File: src/rtl/fetch_pkg.sv
// rtl/fetch_pkg.sv - shared types and helpers for the fetch aligner, queue and decode
package fetch_pkg;

    localparam int FA_XLEN = 32;

    typedef logic [15:0] parcel_t;

    typedef struct packed {
        logic [31:0]        instr;
        logic [FA_XLEN-1:0] pc;
        logic               rvc;
    } fa_elem_t;

    function automatic logic is_rvc(input parcel_t p);
        return p[1:0] != 2'b11;
    endfunction

    function automatic int nparcel_of(input int fw);
        return fw / 16;
    endfunction

    function automatic int ocw_of(input int n);
        return $clog2(n + 1);
    endfunction

endpackage

File: src/rtl/fetch_parcel_scan.sv
// rtl/fetch_parcel_scan.sv - combinational parcel walk producing up to OUT_NENTRY instructions
module fetch_parcel_scan
    import fetch_pkg::*;
#(
    parameter int XLEN       = FA_XLEN,
    parameter int NPARCEL    = 4,
    parameter int OUT_NENTRY = 2,
    parameter int OCW        = ocw_of(OUT_NENTRY),
    parameter int PW         = $clog2(NPARCEL + 1),
    parameter int PIW        = $clog2(NPARCEL)
) (
    input  parcel_t [NPARCEL-1:0] parcels,
    input  logic [PW-1:0]         ptr,
    input  logic                  half_vld,
    input  parcel_t               half_lo,
    input  logic [XLEN-1:0]       half_pc,
    input  logic [XLEN-1:0]       pkt_pc,
    output fa_elem_t              elems [OUT_NENTRY],
    output logic [OCW-1:0]        cnt,
    output logic [PW-1:0]         parcels_used,
    output logic                  has_trailing_half,
    output logic                  last_emit
);

    localparam logic [PW-1:0]  NP   = PW'(NPARCEL);
    localparam logic [PW-1:0]  LAST = PW'(NPARCEL - 1);
    localparam logic [OCW-1:0] MAXN = OCW'(OUT_NENTRY);

    logic [PW-1:0]  p;
    logic [PW-1:0]  used;
    logic [1:0]     len;
    logic [OCW-1:0] n;
    logic           hv;
    logic           emit;
    logic           more;
    logic           trailing;
    parcel_t        cur;
    parcel_t        nxt;
    fa_elem_t       e;

    // Walk the whole remainder of the packet so that "more work left" and the
    // trailing-half condition are known even when the output slots are full.
    always_comb begin
        for (int s = 0; s < OUT_NENTRY; s++) elems[s] = '0;
        p        = ptr;
        hv       = half_vld;
        used     = '0;
        n        = '0;
        more     = 1'b0;
        trailing = 1'b0;
        len      = 2'd0;
        emit     = 1'b0;
        cur      = '0;
        nxt      = '0;
        e        = '0;
        for (int k = 0; k < NPARCEL; k++) begin
            len  = 2'd0;
            emit = 1'b0;
            e    = '0;
            if (p < NP) begin
                cur  = parcels[p[PIW-1:0]];
                nxt  = parcels[p[PIW-1:0] + PIW'(1)];
                e.pc = pkt_pc + XLEN'({p, 1'b0});
                len  = 2'd1;
                emit = 1'b1;
                if (hv) begin
                    e.instr = {cur, half_lo};
                    e.pc    = half_pc;
                    hv      = 1'b0;
                end else if (is_rvc(cur)) begin
                    e.instr = {16'h0000, cur};
                    e.rvc   = 1'b1;
                end else if (p == LAST) begin
                    emit     = 1'b0;
                    trailing = 1'b1;
                end else begin
                    e.instr = {nxt, cur};
                    len     = 2'd2;
                end
                if (emit) begin
                    if (n < MAXN) begin
                        for (int s = 0; s < OUT_NENTRY; s++) begin
                            if (n == OCW'(s)) elems[s] = e;
                        end
                        used = used + PW'(len);
                        n    = n + OCW'(1);
                    end else begin
                        more = 1'b1;
                    end
                end
                p = p + PW'(len);
            end
        end
    end

    assign cnt               = n;
    assign parcels_used      = used;
    assign has_trailing_half = trailing;
    assign last_emit         = (n != '0) && !more;

endmodule

File: src/rtl/fetch_align.sv
// rtl/fetch_align.sv - aligns fetch packets into whole RVC/32-bit instructions for the queue
module fetch_align
    import fetch_pkg::*;
#(
    parameter int  XLEN       = FA_XLEN,
    parameter int  FW         = 64,
    parameter int  OUT_NENTRY = 2,
    localparam int NPARCEL    = nparcel_of(FW),
    localparam int OCW        = ocw_of(OUT_NENTRY),
    localparam int PW         = $clog2(NPARCEL + 1),
    localparam int PIW        = $clog2(NPARCEL)
) (
    input  logic            clk,
    input  logic            rst_n,
    input  logic            flush,
    input  logic            fv,
    output logic            frdy,
    input  logic [FW-1:0]   fdata,
    input  logic [XLEN-1:0] fpc,
    input  logic [PIW-1:0]  foff,
    output logic            dout_val,
    output logic [OCW-1:0]  dout_val_cnt,
    input  logic            dout_rdy,
    output fa_elem_t        dout [OUT_NENTRY]
);

    localparam logic [XLEN-1:0] HALF_OFS = XLEN'(2 * (NPARCEL - 1));

    logic                pkt_vld_q, pkt_vld_d;
    logic [FW-1:0]       pkt_data_q, pkt_data_d;
    logic [XLEN-1:0]     pkt_pc_q, pkt_pc_d;
    logic [PW-1:0]       ptr_q, ptr_d;
    logic                half_vld_q, half_vld_d;
    parcel_t             half_lo_q, half_lo_d;
    logic [XLEN-1:0]     half_pc_q, half_pc_d;

    parcel_t [NPARCEL-1:0] parcels;
    fa_elem_t            scan_elems [OUT_NENTRY];
    logic [OCW-1:0]      scan_cnt;
    logic [PW-1:0]       scan_used;
    logic                scan_trailing;
    logic                scan_last;
    logic                consume;
    logic                retire;
    logic                accept;

    assign parcels = pkt_data_q;

    fetch_parcel_scan #(
        .XLEN       (XLEN),
        .NPARCEL    (NPARCEL),
        .OUT_NENTRY (OUT_NENTRY),
        .OCW        (OCW),
        .PW         (PW),
        .PIW        (PIW)
    ) u_scan (
        .parcels           (parcels),
        .ptr               (ptr_q),
        .half_vld          (half_vld_q),
        .half_lo           (half_lo_q),
        .half_pc           (half_pc_q),
        .pkt_pc            (pkt_pc_q),
        .elems             (scan_elems),
        .cnt               (scan_cnt),
        .parcels_used      (scan_used),
        .has_trailing_half (scan_trailing),
        .last_emit         (scan_last)
    );

    // A packet with nothing emittable left (only a trailing half) retires at once.
    assign dout_val = rst_n && pkt_vld_q && (scan_cnt != '0) && !flush;
    assign consume  = dout_val && dout_rdy;
    assign retire   = rst_n && pkt_vld_q && !flush && ((scan_cnt == '0) || (consume && scan_last));
    assign frdy     = rst_n && !flush && (!pkt_vld_q || retire);
    assign accept   = fv && frdy;

    assign dout_val_cnt = dout_val ? scan_cnt : '0;

    always_comb begin
        for (int s = 0; s < OUT_NENTRY; s++) begin
            dout[s] = dout_val ? scan_elems[s] : '0;
        end
    end

    always_comb begin
        pkt_vld_d  = pkt_vld_q;
        pkt_data_d = pkt_data_q;
        pkt_pc_d   = pkt_pc_q;
        ptr_d      = ptr_q;
        half_vld_d = half_vld_q;
        half_lo_d  = half_lo_q;
        half_pc_d  = half_pc_q;
        if (consume) begin
            ptr_d      = ptr_q + scan_used;
            half_vld_d = 1'b0;
        end
        if (retire) begin
            pkt_vld_d = 1'b0;
            if (scan_trailing) begin
                half_vld_d = 1'b1;
                half_lo_d  = parcels[NPARCEL-1];
                half_pc_d  = pkt_pc_q + HALF_OFS;
            end
        end
        if (accept) begin
            pkt_vld_d  = 1'b1;
            pkt_data_d = fdata;
            pkt_pc_d   = fpc;
            ptr_d      = PW'(foff);
        end
        if (flush) begin
            pkt_vld_d  = 1'b0;
            half_vld_d = 1'b0;
            ptr_d      = '0;
        end
    end

    always_ff @(posedge clk) begin
        if (!rst_n) begin
            pkt_vld_q  <= 1'b0;
            half_vld_q <= 1'b0;
            ptr_q      <= '0;
        end else begin
            pkt_vld_q  <= pkt_vld_d;
            pkt_data_q <= pkt_data_d;
            pkt_pc_q   <= pkt_pc_d;
            ptr_q      <= ptr_d;
            half_vld_q <= half_vld_d;
            half_lo_q  <= half_lo_d;
            half_pc_q  <= half_pc_d;
        end
    end

    // A held half-instruction must be completed by the sequentially next packet.
    assert property (@(posedge clk) disable iff (!rst_n)
        (fv && half_vld_q && !flush) |-> (foff == '0 && fpc == half_pc_q + XLEN'(2)));

endmodule
File: config.mk
export PLATFORM = sky130hd
export DESIGN_NAME = fetch_align
export DESIGN_NICKNAME = d
export VERILOG_FILES = /design/src/rtl/fetch_pkg.sv /design/src/rtl/fetch_parcel_scan.sv /design/src/rtl/fetch_align.sv
export SDC_FILE = /design/constraint.sdc
export NUM_CORES = 1
export LEC_CHECK = 0
export BUFFER_PORTS_ARGS = -buffer_cell sky130_fd_sc_hd__buf_4
export CORE_MARGIN = 5
export CORE_UTILIZATION = 30
export DETAILED_ROUTE_END_ITERATION = 10
export SLEW_MARGIN = 20
export SYNTH_ARGS = -nofsm -noshare
export SYNTH_HDL_FRONTEND = slang
export SYNTH_SLANG_ARGS = --single-unit
File: constraint.sdc
create_clock -name clk -period 18.48 [get_ports clk]
set_clock_uncertainty 0.2 [all_clocks]
set_input_delay 1.848 -clock clk [delete_from_list [all_inputs] [get_ports clk]]
set_output_delay 1.848 -clock clk [all_outputs]
set_load 0.02 [all_outputs]
== Word level (Yosys, flattened, before mapping) ==
Index checks and enable logic that the tools add are counted.
Operators by class
  add/sub/neg operators: 19
  order comparisons: 15
  equal/unequal tests: 11
  multiplexer cells: 155
  bitwise gates (word level): 1
  reduce and logical (&&, ||, !) cells: 27
Operators with widths (count)
  130-bit 2-to-1 mux: 9
  65-bit 2-to-1 mux: 10
  32-bit 2-to-1 mux: 18
  16-bit binary-select mux with 2-bit select: 8
  32-bit by 4-bit adder with 32-bit output: 4
  16-bit 2-to-1 mux: 8
  2-bit 2-to-1 mux: 30
  1-bit 2-to-1 mux: 59
  3-bit 2-to-1 mux: 13
  32-bit by 3-bit adder with 32-bit output, second input constant: 1
  2-bit by 3-bit < comparator with 1-bit output, second input constant: 8
  3-bit by 2-bit adder with 3-bit output: 6
  2-bit by 1-bit adder with 2-bit output, second input constant: 7
  3-bit by 2-bit equality test with 1-bit output, second input constant: 4
  3-bit < comparator, second input constant: 4
  1-bit logical AND: 11
  2-bit zero test: 4
  2-bit inequality test, second input constant: 4
  2-bit by 1-bit equality test with 1-bit output, second input constant: 3
  2-bit < comparator, second input constant: 3
  2-bit nonzero test: 3
  3-bit adder: 1
  1-bit zero test: 3
  3-bit AND reduction: 1
  other kinds (5): 6
Storage, ports and cells
  register bits: 149
  bits of input ports: 103
  output and inout bits: 134
  logic and storage cells: 236

== Depth between registers and ports, before layout ==
Gate-level depths: netlist (run 1).
  depth in word-level cells: 43
  gate-level depth with buffers: 45

== Hierarchy ==
A second synthesis (run 1) with hierarchy kept.
Second synthesis, totals
  cells, all modules: 2175
  area, all modules: 18669.2 sq um
Modules (own cells, without submodules)
  fetch_parcel_scan: instances 1, cells an instance 1752, area an instance 12438.2 sq um, seq. area each 0.0 sq um
  fetch_align: instances 1, cells an instance 423, area an instance 6231.0 sq um, seq. area each 4424.2 sq um

== Least setup slack after synthesis (run 1) ==
Ideal clock, no wire load.
  path type: reg2reg
  start: register ptr_q[1]
  end: register pkt_data_q[0], in the netlist parcels[0], enable pin
  library setup time: 551 ps
  arrival time: 12483 ps
  required time: 17729 ps
  slack: 5246 ps
  cell stages (with the launch flop): 36
  clock period less this slack: 13234 ps
  cells stage by stage: dfxtp_1 clkbuf_1 mux4_2 and3_1 o21ai_1 clkbuf_1 fa_1 mux2i_1 clkbuf_1 ha_1 nand2_1 and3_1 buf_2 buf_1 inv_1 ha_1 inv_1 fa_1 mux2_4 o21ai_4 clkbuf_1 ha_1 nand2_1 and3_1 buf_2 buf_1 xnor2_1 ha_1 nor2_1 nor2_1 clkbuf_1 ha_1 a21oi_4 mux2i_1 nand2_1 nor2_1
On the way
  cells in the longest elaborated chain, start to end: 43
  elaborated cells between the ends (all ways): 97
  those cells by class: add/sub (6); order compare (7); eq/ne (8); mux (62); reduce/logical (14)
RTL lines
  from (decl): RTL line fetch_align.sv:32  | logic [PW-1:0] ptr_q, ptr_d;
  from (signal assigned): RTL line fetch_align.sv:127  | ptr_q <= ptr_d;
  16-bit binary-select mux with 2-bit select: RTL line fetch_parcel_scan.sv:61  | cur = parcels[p[PIW-1:0]];
  16-bit 2-to-1 mux (implied by the code): RTL line fetch_parcel_scan.sv:61
  2-bit inequality test: RTL line fetch_pkg.sv:15  | return p[1:0] != 2'b11;
  2-bit 2-to-1 mux: RTL line fetch_parcel_scan.sv:70  | end else if (is_rvc(cur)) begin
  2-bit 2-to-1 mux: RTL line fetch_parcel_scan.sv:66  | if (hv) begin
  2-bit 2-to-1 mux: RTL line fetch_parcel_scan.sv:60  | if (p < NP) begin
  3-bit by 2-bit adder with 3-bit output: RTL line fetch_parcel_scan.sv:91  | p = p + PW'(len);
  3-bit 2-to-1 mux: RTL line fetch_parcel_scan.sv:60
  [27 not listed]
  1-bit logical AND: RTL line fetch_align.sv:72  | assign consume = dout_val && dout_rdy;
  1-bit logical AND: RTL line fetch_align.sv:73  | assign retire = rst_n && pkt_vld_q && !flush && ((scan_cnt == '0) || (consume && scan_last));
  1-bit logical OR (*): RTL line fetch_align.sv:73
  1-bit logical AND (*): RTL line fetch_align.sv:73
  1-bit logical OR (*): RTL line fetch_align.sv:74  | assign frdy = rst_n && !flush && (!pkt_vld_q || retire);
  1-bit logical AND (*): RTL line fetch_align.sv:74
  1-bit logical AND (*): RTL line fetch_align.sv:75  | assign accept = fv && frdy;
  2-bit AND reduction (no source line) (*)
  to (signal assigned): RTL line fetch_align.sv:125  | pkt_data_q <= pkt_data_d;
  to (decl): RTL line fetch_align.sv:30  | logic [FW-1:0] pkt_data_q, pkt_data_d;
Mark *: on every way between the ends. The rest lies on a longest branch, timed or not. The select of a mux whose other input is x is not followed.
A chain may end at the register's enable or synchronous reset.

==> results of run 1 <==
-- routing by layer --
metal | vias up | track usage
met5 | - | 0
met2 | 1185 | 0.360
met1 | 8728 | 0.289
met3 | 226 | 0.0500
met4 | 0 | 0.104
li1 | 7716 | -
-- state kept, by name, summed over array words and instances, names as in the netlist --
register,flops
half_lo_q,16
half_pc_q,32
half_vld_q,1
parcels,64
pkt_pc_q,32
pkt_vld_q,1
ptr_q,3
-- worst min path at each step --
stage | start | end | depth (start not counted)
finish | pkt_pc_q[0] | half_pc_q[0] | 0
global placement | pkt_pc_q[0] | half_pc_q[0] | 0
global route | pkt_pc_q[0] | half_pc_q[0] | 0
CTS | pkt_pc_q[0] | half_pc_q[0] | 0
floorplan | pkt_pc_q[0] | half_pc_q[0] | 0
detailed placement | pkt_pc_q[0] | half_pc_q[0] | 0
-- power by group through the flow --
| stage | clock, mW | combinational (mW) | sequential, mW |
|---|---|---|---|
| after floorplan | 0 | 2.20 | 0.425 |
| after global placement | 0 | 2.87 | 0.449 |
| after detailed placement | 0 | 2.90 | 0.450 |
| after CTS | 0.409 | 2.92 | 0.443 |
| after global routing | 0.418 | 3.15 | 0.448 |
| final | 0.399 | 2.98 | 0.446 |
-- worst max-delay path, delay by kind of cell, from the launching register on --
| kind | cells | cell delay [ns] |
|---|---|---|
| simple gates | 7 | 2.80 |
| flops | 1 | 0.47 |
| fa+ha+maj | 7 | 2.25 |
| compound gates | 6 | 2.58 |
| mux | 3 | 1.53 |
| buf+inv | 9 | 2.60 |
-- cells in the final DEF, fill, tap and decap left out, drive strengths merged, types with 25 or more instances in the layout --
cell type,n
edfxtp,144
o21ai,37
buf,275
xnor2,75
nor3,85
a21o,41
a21oi,234
o211ai,37
nand3,29
mux4,121
a211oi,64
nor2b,30
nor2,173
inv,34
o221ai,37
nand2,295
mux2i,38
ha,32
and2,25
xor2,70
-- cell families (layout without fill, tap and decap cells) --
group / after synthesis / count (layout)
adders and majority gates: 41 / 41
muxes: 168 / 168
buffers and inverters: 225 / 341
xor gates and xnor gates: 145 / 145
DFF: 149 / 149
and+or+nand+nor: 714 / 714
AOI/OAI and AO/OA: 554 / 554
-- stage by stage --
step            util  worst slack [ns]  hold WS (ns)  total power [mW]  cell area, um2
3_3_place_gp   0.337              4.40         0.268              3.32           20200
4_1_cts        0.348              3.34         0.312              3.77           20900
5_1_grt        0.348              3.01         0.326              4.02           20900
6_report       0.348              3.61         0.309              3.83           20900
3_5_place_dp   0.338              3.92         0.296              3.35           20300
2_1_floorplan      -              5.25         0.249              2.62           18100
-- synth_stat cells (19+ instances only) --
| library cell | n | area share |
|---|---|---|
| clkbuf_1 | 98 | 0.020 |
| nor2b_1 | 30 | 0.010 |
| a211oi_1 | 20 | 0.0083 |
| buf_2 | 40 | 0.011 |
| buf_1 | 19 | 0.0039 |
| nor2_1 | 173 | 0.036 |
| a21o_1 | 41 | 0.017 |
| mux2i_1 | 38 | 0.021 |
| ha_1 | 32 | 0.022 |
| nand3_1 | 29 | 0.0080 |
| xor2_1 | 70 | 0.034 |
| a21oi_2 | 52 | 0.025 |
| xnor2_1 | 75 | 0.036 |
| nand2b_1 | 21 | 0.0073 |
| a211oi_2 | 44 | 0.030 |
| nor3_1 | 84 | 0.023 |
| o221ai_1 | 37 | 0.018 |
| a21oi_1 | 181 | 0.050 |
| inv_1 | 28 | 0.0058 |
| edfxtp_1 | 144 | 0.24 |
| mux4_2 | 116 | 0.14 |
| o211ai_1 | 34 | 0.014 |
| o21ai_0 | 32 | 0.0088 |
| and2_1 | 22 | 0.0076 |
| buf_6 | 23 | 0.014 |
| nand2_1 | 294 | 0.061 |
| and3_1 | 20 | 0.0069 |
-- layout make-up --
type,instances,area (um2),area share
timing repair buffer,275,2080,0.0997
multi-input combinational,1622,12700,0.605
clock buffer,18,429,0.0205
sequential,149,4430,0.212
inverter,34,135,0.00646
clock inverter,14,200,0.00957
tap,782,978,0.0468
==> results by group, run 1 <==
Clocking
  • Clk_lat worst skew: 0.50 ns
  • CTS tree: built
  • CTS resizes: 0
  • Setup bufs post-CTS: 0
  • Clock-pin slew on the worst setup and hold paths: 0.07 ns
  • CTS Buffer Depth: 2
  • CTS Buf Count: 17
  • CTS Sinks: 149
  • Htree depth: 4
  • Root buf cell: clkbuf_16
  • Hold_buf cts: 0

Yosys
  • Syn Area/Cell: 9.07 um2
  • Compound-Gate Fraction of Synth Area: 0.236
  • Synth Area in XOR/XNOR: 0.0702
  • Sequential area share after synthesis: 0.244
  • Primary FF master, synth: edfxtp_1
  • Post-Synth Simple-Gate Area: 0.177
  • Synth Warn #: 0
  • Post-synth EDFFs: 144
  • Multiplexer share of the synthesized area: 0.179
  • Mapped Nets: 2140
  • Mapped Area: 0.0181 mm2
  • Largest family of logic cells by synthesized area: compound AO/OA/AOI/OAI gates
  • Async SR Flop Fraction: 0
  • Synth unique cells: 74
  • Cells after Synth: 1996
  • Adder-cell share of the synthesized area: 0.0321
  • FF+latch count, synth: 149

Power
  • Clock power share: 0.104
  • Power Density: 183 mW/mm2
  • Switching pwr: 1.95 mW
  • Power share of the combinational group: 0.779
  • Seq pwr share: 0.117
  • Leakage power: 7.38 nW
  • Worst vdd rail ir drop: 0.199 mV
  • Int Pwr: 1.88 mW
  • Sw Ratio: 0.509

Route
  • Antenna-violating nets left: 0
  • DR WL met3: 7530 um
  • Wire per inst: 26.6 um
  • Met2 wire len: 35500 um
  • Initial DRC Count: 1902
  • DR top layer: met4
  • Post-Route WL: 76900 um
  • DR pass1 iterations: 6
  • Vias per Instance: 6.17
  • DR vias: 17900
  • M1 WL: 30300 um
  • # DRC: 0

Setup path
  • Worst Path Max Fanout: 69
  • Critical Path AT: 12.82 ns
  • Crit path kind: reg -> out
  • RR Endpoint: ptr_q[2]
  • Slowest cell on crit path: buf_4
  • Crit path capture type: output port
  • Peak per-stage delay on the critical path: 0.99 ns
  • Worst r2r src: ptr_q[0]
  • Reg2Reg Depth: 38
  • CP Data Required Time: 16.43 ns
  • Critical path endpoint: dout[48]
  • Startpoint Class: flop
  • Crit path from: ptr_q[0]
  • Register-to-register setup slack: 5.99 ns

Finish
  • Layout cell share with drive strength beyond 1: 0.280
  • Nets@finish: 2243
  • Filler instances: 6123
  • Layout area overhead: 15.5%
  • Ant diodes: 0
  • Layout Cells excl Fill: 2894

Floorplan
  • DIE WIDTH: 256 um
  • Core Area: 0.0600 mm2
  • Die area: 0.0653 mm2
  • Starting Density: 0.302
  • Chip height: 256 um
  • # IOs: 237
  • Std cell rows: 90

Global routing
  • GR Overflow Total: 0
  • First-pass GRT wire length: 113000 um
  • Pin count of the biggest net entering global routing: 79
  • Initial antenna violation count: 0
  • Total track usage: 0.224
  • Vias in the first global route: 17500

Place
  • DP HPWL: 50800 um
  • Placed cells: 2862
  • Routability Congestion: 0.928
  • Buffers on Ports: 236

Run status
  • Status: completed

STA
  • Tightest Pin Transition: 1.25 ns
  • Slew HR: 0.163
  • Final Slew Violations: 0
  • Fin. Hold Viols: 0
  • Setup Viol. Count Final: 0
  • Final Critical Period: 14.87 ns
  • Setup TNS: 0 ns
  • Fin crit share: 0.805
  • Unrepaired setup endpoints after global routing: no
  • Max Freq: 0.0672 GHz

Min path
  • HP Class: reg -> reg

Flow run
  • # Max-Cap Violations: 0
Note: power is estimated with default switching activity, not from simulation.
==> run 2: changes to the inputs <==
==> constraint.sdc (replaced) <==
create_clock -name clk -period 12.1 [get_ports clk]
set_clock_uncertainty 0.2 [all_clocks]
set_input_delay 1.21 -clock clk [delete_from_list [all_inputs] [get_ports clk]]
set_output_delay 1.21 -clock clk [all_outputs]
set_load 0.02 [all_outputs]
==> results by group, run 2 (synthesis results as in run 1) <==
Floorplan
  • DIE WIDTH: 256 um
  • Chip height: 256 um
  • Die area: 0.0653 mm2
  • Starting Density: 0.302
  • Core Area: 0.0600 mm2
  • Std cell rows: 90
  • # IOs: 237

Setup path
  • Crit path kind: reg -> out
  • Critical Path AT: 10.15 ns
  • Worst Path Max Fanout: 19
  • CP dominant cell by count: ha_1
  • Peak per-stage delay on the critical path: 0.61 ns
  • Slowest cell on crit path: mux4_2
  • Startpoint Class: flop
  • CP Data Required Time: 10.69 ns
  • WP buf/inv: 9
  • Crit path capture type: output port
  • Cell family with most CP delay: simple AND/OR/NAND/NOR gates

Clocking
  • CTS Buf Count: 17
  • Hold_buf cts: 0
  • CTS Buffer Depth: 2
  • CTS Sinks: 149
  • Clk_lat worst skew: 0.49 ns
  • Htree depth: 4
  • Clock-pin slew on the worst setup and hold paths: 0.07 ns
  • CTS tree: built
  • Root buf cell: clkbuf_16

Global routing
  • First-pass GRT wire length: 113000 um
  • Pin count of the biggest net entering global routing: 87
  • GR Overflow Total: 0
  • Vias in the first global route: 17500
  • Initial antenna violation count: 3
  • Total track usage: 0.224

STA
  • Max Freq: 0.0865 GHz
  • Fin. Hold Viols: 0
  • Tightest Pin Transition: 1.15 ns
  • Final Slew Violations: 0
  • Final Critical Period: 11.56 ns
  • Unrepaired setup endpoints after global routing: no
  • Slew HR: 0.235
  • Setup Viol. Count Final: 0
  • Fin crit share: 0.955
  • Setup TNS: 0 ns

Finish
  • Most frequent cells in the layout: nand2_1 (291), buf_4 (284), a21oi_1 (181), nor2_1 (166), edfxtp_1 (144)
  • Commonest non-fill, non-tap cell in the layout: nand2_1
  • Layout Cells excl Fill: 2906
  • Max reg flops: 64
  • Layout area overhead: 15.6%
  • Layout cell share with drive strength beyond 1: 0.285
  • Nets@finish: 2256
  • Ant diodes: 0

Power
  • Leakage power: 7.40 nW
  • Worst vdd rail ir drop: 0.451 mV
  • Power Density: 279 mW/mm2

Route
  • DR vias: 17900
  • DR pass1 iterations: 6
  • # DRC: 0
  • Initial DRC Count: 2306
  • Wire per inst: 26.6 um
  • Antenna-violating nets left: 0
  • Post-Route WL: 77200 um
  • Vias per Instance: 6.14

Flow run
  • # Max-Cap Violations: 0

Place
  • Routability Congestion: 0.958
  • DP HPWL: 52200 um
  • Placed cells: 2873
  • Buffers on Ports: 236

Min path
  • HP Class: reg -> reg

Run status
  • Status: completed
==> run 2: power by group <==
part	switching [mW]	leakage, nW	internal [mW]	total (mW)
logic	2.69	5.80	1.93	4.62
clock network	0.258	0.249	0.281	0.538
registers	0.0716	1.35	0.610	0.682
total	3.02	7.40	2.82	5.84
==> run 2: through the flow <==
stage / hold slack (ns) / worst slack, ns / cell area (um2) / power (mW) / utilization
after floorplan: 0.249 / 0.212 / 18100 / 4.01 / -
after global placement: 0.408 / 1.05 / 20300 / 5.12 / 0.339
after detailed placement: 0.418 / 0.708 / 20300 / 5.17 / 0.339
after CTS: 0.429 / 0.139 / 20900 / 5.74 / 0.348
after global routing: 0.484 / 0.121 / 20900 / 6.13 / 0.349
final: 0.443 / 0.543 / 20900 / 5.84 / 0.349
==> run 2: worst paths after layout <==
kind	from	end	slack [ns]	cells after the start
setup / recovery	parcels[48]	dout[40]	0.54	34
hold / removal	parcels[56]	half_lo_q[8]	0.44	0
setup reg to reg	parcels[48]	ptr_q[2]	1.77	38
hold reg to reg	parcels[56]	half_lo_q[8]	0.44	0
==> run 2: cell type report <==
type                            instances  area, um2
Sequential cell                       149       4430
Tap cell                              782        978
Inverter                               34        135
Clock inverter                         12        108
Multi-Input combinational cell       1624      12700
Timing Repair Buffer                  286       2150
Clock buffer                           19        433
Fill cell                            6082      39100
==> run 2: per-layer routing <==
metal	vias to the layer above	track usage	share of wire
met5	-	0	0.00017
li1	7730	-	-
met4	2	0.0900	0.042
met1	8691	0.283	0.39
met3	220	0.0522	0.10
met2	1214	0.371	0.47
==> run 2: timing repair <==
| item | CTS | global route |
|---|---|---|
| gates resized for setup | 0 | 8 |
| setup buffers | 0 | 0 |
| endpoints found under the setup margin | 0 | 122 |
| endpoints found under the hold margin | 0 | 0 |
==> run 2: worst reg2reg max path, delay by kind of cell, from the launching register on <==
kind | cells | cell delay, ns
muxes | 4 | 1.52
AOI/OAI and AO/OA | 6 | 1.32
xor gates and xnor gates | 3 | 0.49
DFF | 1 | 0.54
and+or+nand+nor | 7 | 1.70
adders and majority gates | 11 | 3.28
buffers and inverters | 7 | 1.18
==> run 3: changes to the inputs <==
--- a/config.mk
+++ b/config.mk
@@ -9,6 +9,7 @@
 export CORE_MARGIN = 5
 export CORE_UTILIZATION = 30
 export DETAILED_ROUTE_END_ITERATION = 10
+export PLACE_DENSITY_LB_ADDON = 0.12
 export SLEW_MARGIN = 20
 export SYNTH_ARGS = -nofsm -noshare
 export SYNTH_HDL_FRONTEND = slang
==> results by group, run 3 (synthesis results as in run 1) <==
Floorplan
  • Die area: 0.0653 mm2
  • Starting Density: 0.302
  • DIE WIDTH: 256 um
  • # IOs: 237
  • Core Area: 0.0600 mm2
  • Chip height: 256 um
  • Std cell rows: 90

Clocking
  • Root buf cell: clkbuf_16
  • CTS Sinks: 149
  • Clk_lat worst skew: 0.50 ns
  • Clock-pin slew on the worst setup and hold paths: 0.08 ns
  • CTS tree: built
  • Hold_buf cts: 0
  • CTS Buf Count: 17
  • Htree depth: 4
  • CTS Buffer Depth: 2

STA
  • Fin. Hold Viols: 0
  • Smallest hold slack: 0.447 ns
  • Final Critical Period: 11.53 ns
  • Fin crit share: 0.953
  • Tightest Pin Transition: 1.18 ns
  • Setup Viol. Count Final: 0
  • Slew HR: 0.210
  • Unrepaired setup endpoints after global routing: no
  • Final Slew Violations: 0
  • Setup TNS: 0 ns
  • Max Freq: 0.0867 GHz

Power
  • Total power: 5.90 mW
  • Worst vdd rail ir drop: 0.349 mV
  • Power Density: 281 mW/mm2
  • Leakage power: 7.40 nW

Global routing
  • Pin count of the biggest net entering global routing: 74
  • Total track usage: 0.241
  • Vias in the first global route: 17600
  • Initial antenna violation count: 2
  • GR Overflow Total: 0
  • First-pass GRT wire length: 120000 um

Finish
  • Ant diodes: 0
  • Most frequent cells in the layout: nand2_1 (290), buf_4 (290), a21oi_1 (181), nor2_1 (167), edfxtp_1 (144)
  • Max reg flops: 64
  • Filler instances: 6167
  • Core Util, Final: 0.349
  • Nets@finish: 2260
  • Layout area overhead: 15.8%
  • Layout cell share with drive strength beyond 1: 0.288

Min path
  • HP Class: reg -> reg
  • Min-Delay Path Depth: 0
  • Hold Path Sink: half_lo_q[7]
  • HP Start: parcels[55]

Place
  • Buffers on Ports: 236
  • Routability Congestion: 0.915
  • DP HPWL: 54600 um

Setup path
  • CP Data Required Time: 10.69 ns
  • Worst r2r src: parcels[49]
  • Crit path capture type: output port
  • Worst Path Max Fanout: 28
  • Reg2Reg Depth: 37
  • Crit path from: parcels[49]
  • Startpoint Class: flop
  • Crit path kind: reg -> out
  • Register-to-register setup slack: 1.94 ns
  • RR Endpoint: ptr_q[2]
  • WP buf/inv: 9
  • Peak per-stage delay on the critical path: 0.60 ns
  • Slowest cell on crit path: mux4_2
  • Critical Path AT: 10.12 ns
  • Cell family with most CP delay: simple AND/OR/NAND/NOR gates

Route
  • Antenna-violating nets left: 0
  • Initial DRC Count: 1731
  • Post-Route WL: 82100 um
  • Wire per inst: 28.2 um
  • Vias per Instance: 6.01
  • DR vias: 17500
  • DR pass1 iterations: 5
  • # DRC: 0

Run status
  • Status: completed

Flow run
  • # Max-Cap Violations: 0
-- run 3: cell types whose count changed in the layout (fill, tap and decap cells not counted), sizes merged --
cell and change:
inv +4, bufinv -1, buf +5, clkinvlp -1
clkinv +1, and2 -1, clkbuf -2
-- run 3: worst reg2reg max path, delay by kind of cell (launching register included) --
kind	cells	cell delay [ns]
flops	1	0.56
simple gates	7	1.48
xor+xnor	4	0.65
buf+inv	7	1.52
compound gates	7	1.79
fa+ha+maj	8	2.60
mux	4	1.28
-- run 3: how the worst max path moves through the flow --
stage                        end  slack, ns  cells after the start
floorplan           half_lo_q[0]       0.21                     35
global placement        dout[20]       0.79                     34
detailed placement      dout[20]       0.74                     34
CTS                     dout[20]       0.11                     34
global route             dout[1]       0.14                     32
finish                   dout[1]       0.57                     32
-- run 3: metal layers --
metal	global-route usage	wire [um]	vias up
met5	0	27	-
met4	0.0901	3130	4
met3	0.0500	6110	183
met2	0.396	38500	897
met1	0.315	34300	8673
li1	-	-	7748
-- run 3: area by class of cell --
| cell class | instances | area (um2) | area share |
|---|---|---|---|
| Clock inverter | 15 | 120 | 0.00573 |
| Clock buffer | 17 | 425 | 0.0203 |
| Tap cell | 782 | 978 | 0.0467 |
| Sequential cell | 149 | 4430 | 0.211 |
| Inverter | 34 | 135 | 0.00645 |
| Multi-Input combinational cell | 1623 | 12700 | 0.605 |
| Timing Repair Buffer | 291 | 2190 | 0.104 |
-- run 3: where the power goes --
part           switching [mW]  internal (mW)  total, mW
clock                   0.273          0.266      0.539
sequential             0.0741          0.610      0.684
combinational            2.75           1.93       4.68
total                    3.09           2.80       5.90
-- run 3: stage by stage --
step	setup WS, ns	cells	cell area [um2]
floorplan	0.212	1996	18100
global placement	0.788	2877	20400
detailed placement	0.740	2877	20400
CTS	0.110	2909	20900
global route	0.138	2911	21000
finish	0.568	2911	21000
-- run 3: what timing repair did --
item,CTS,global route
setup endpoints to repair,0,99
resized for setup,0,3
buffers inserted,0,1
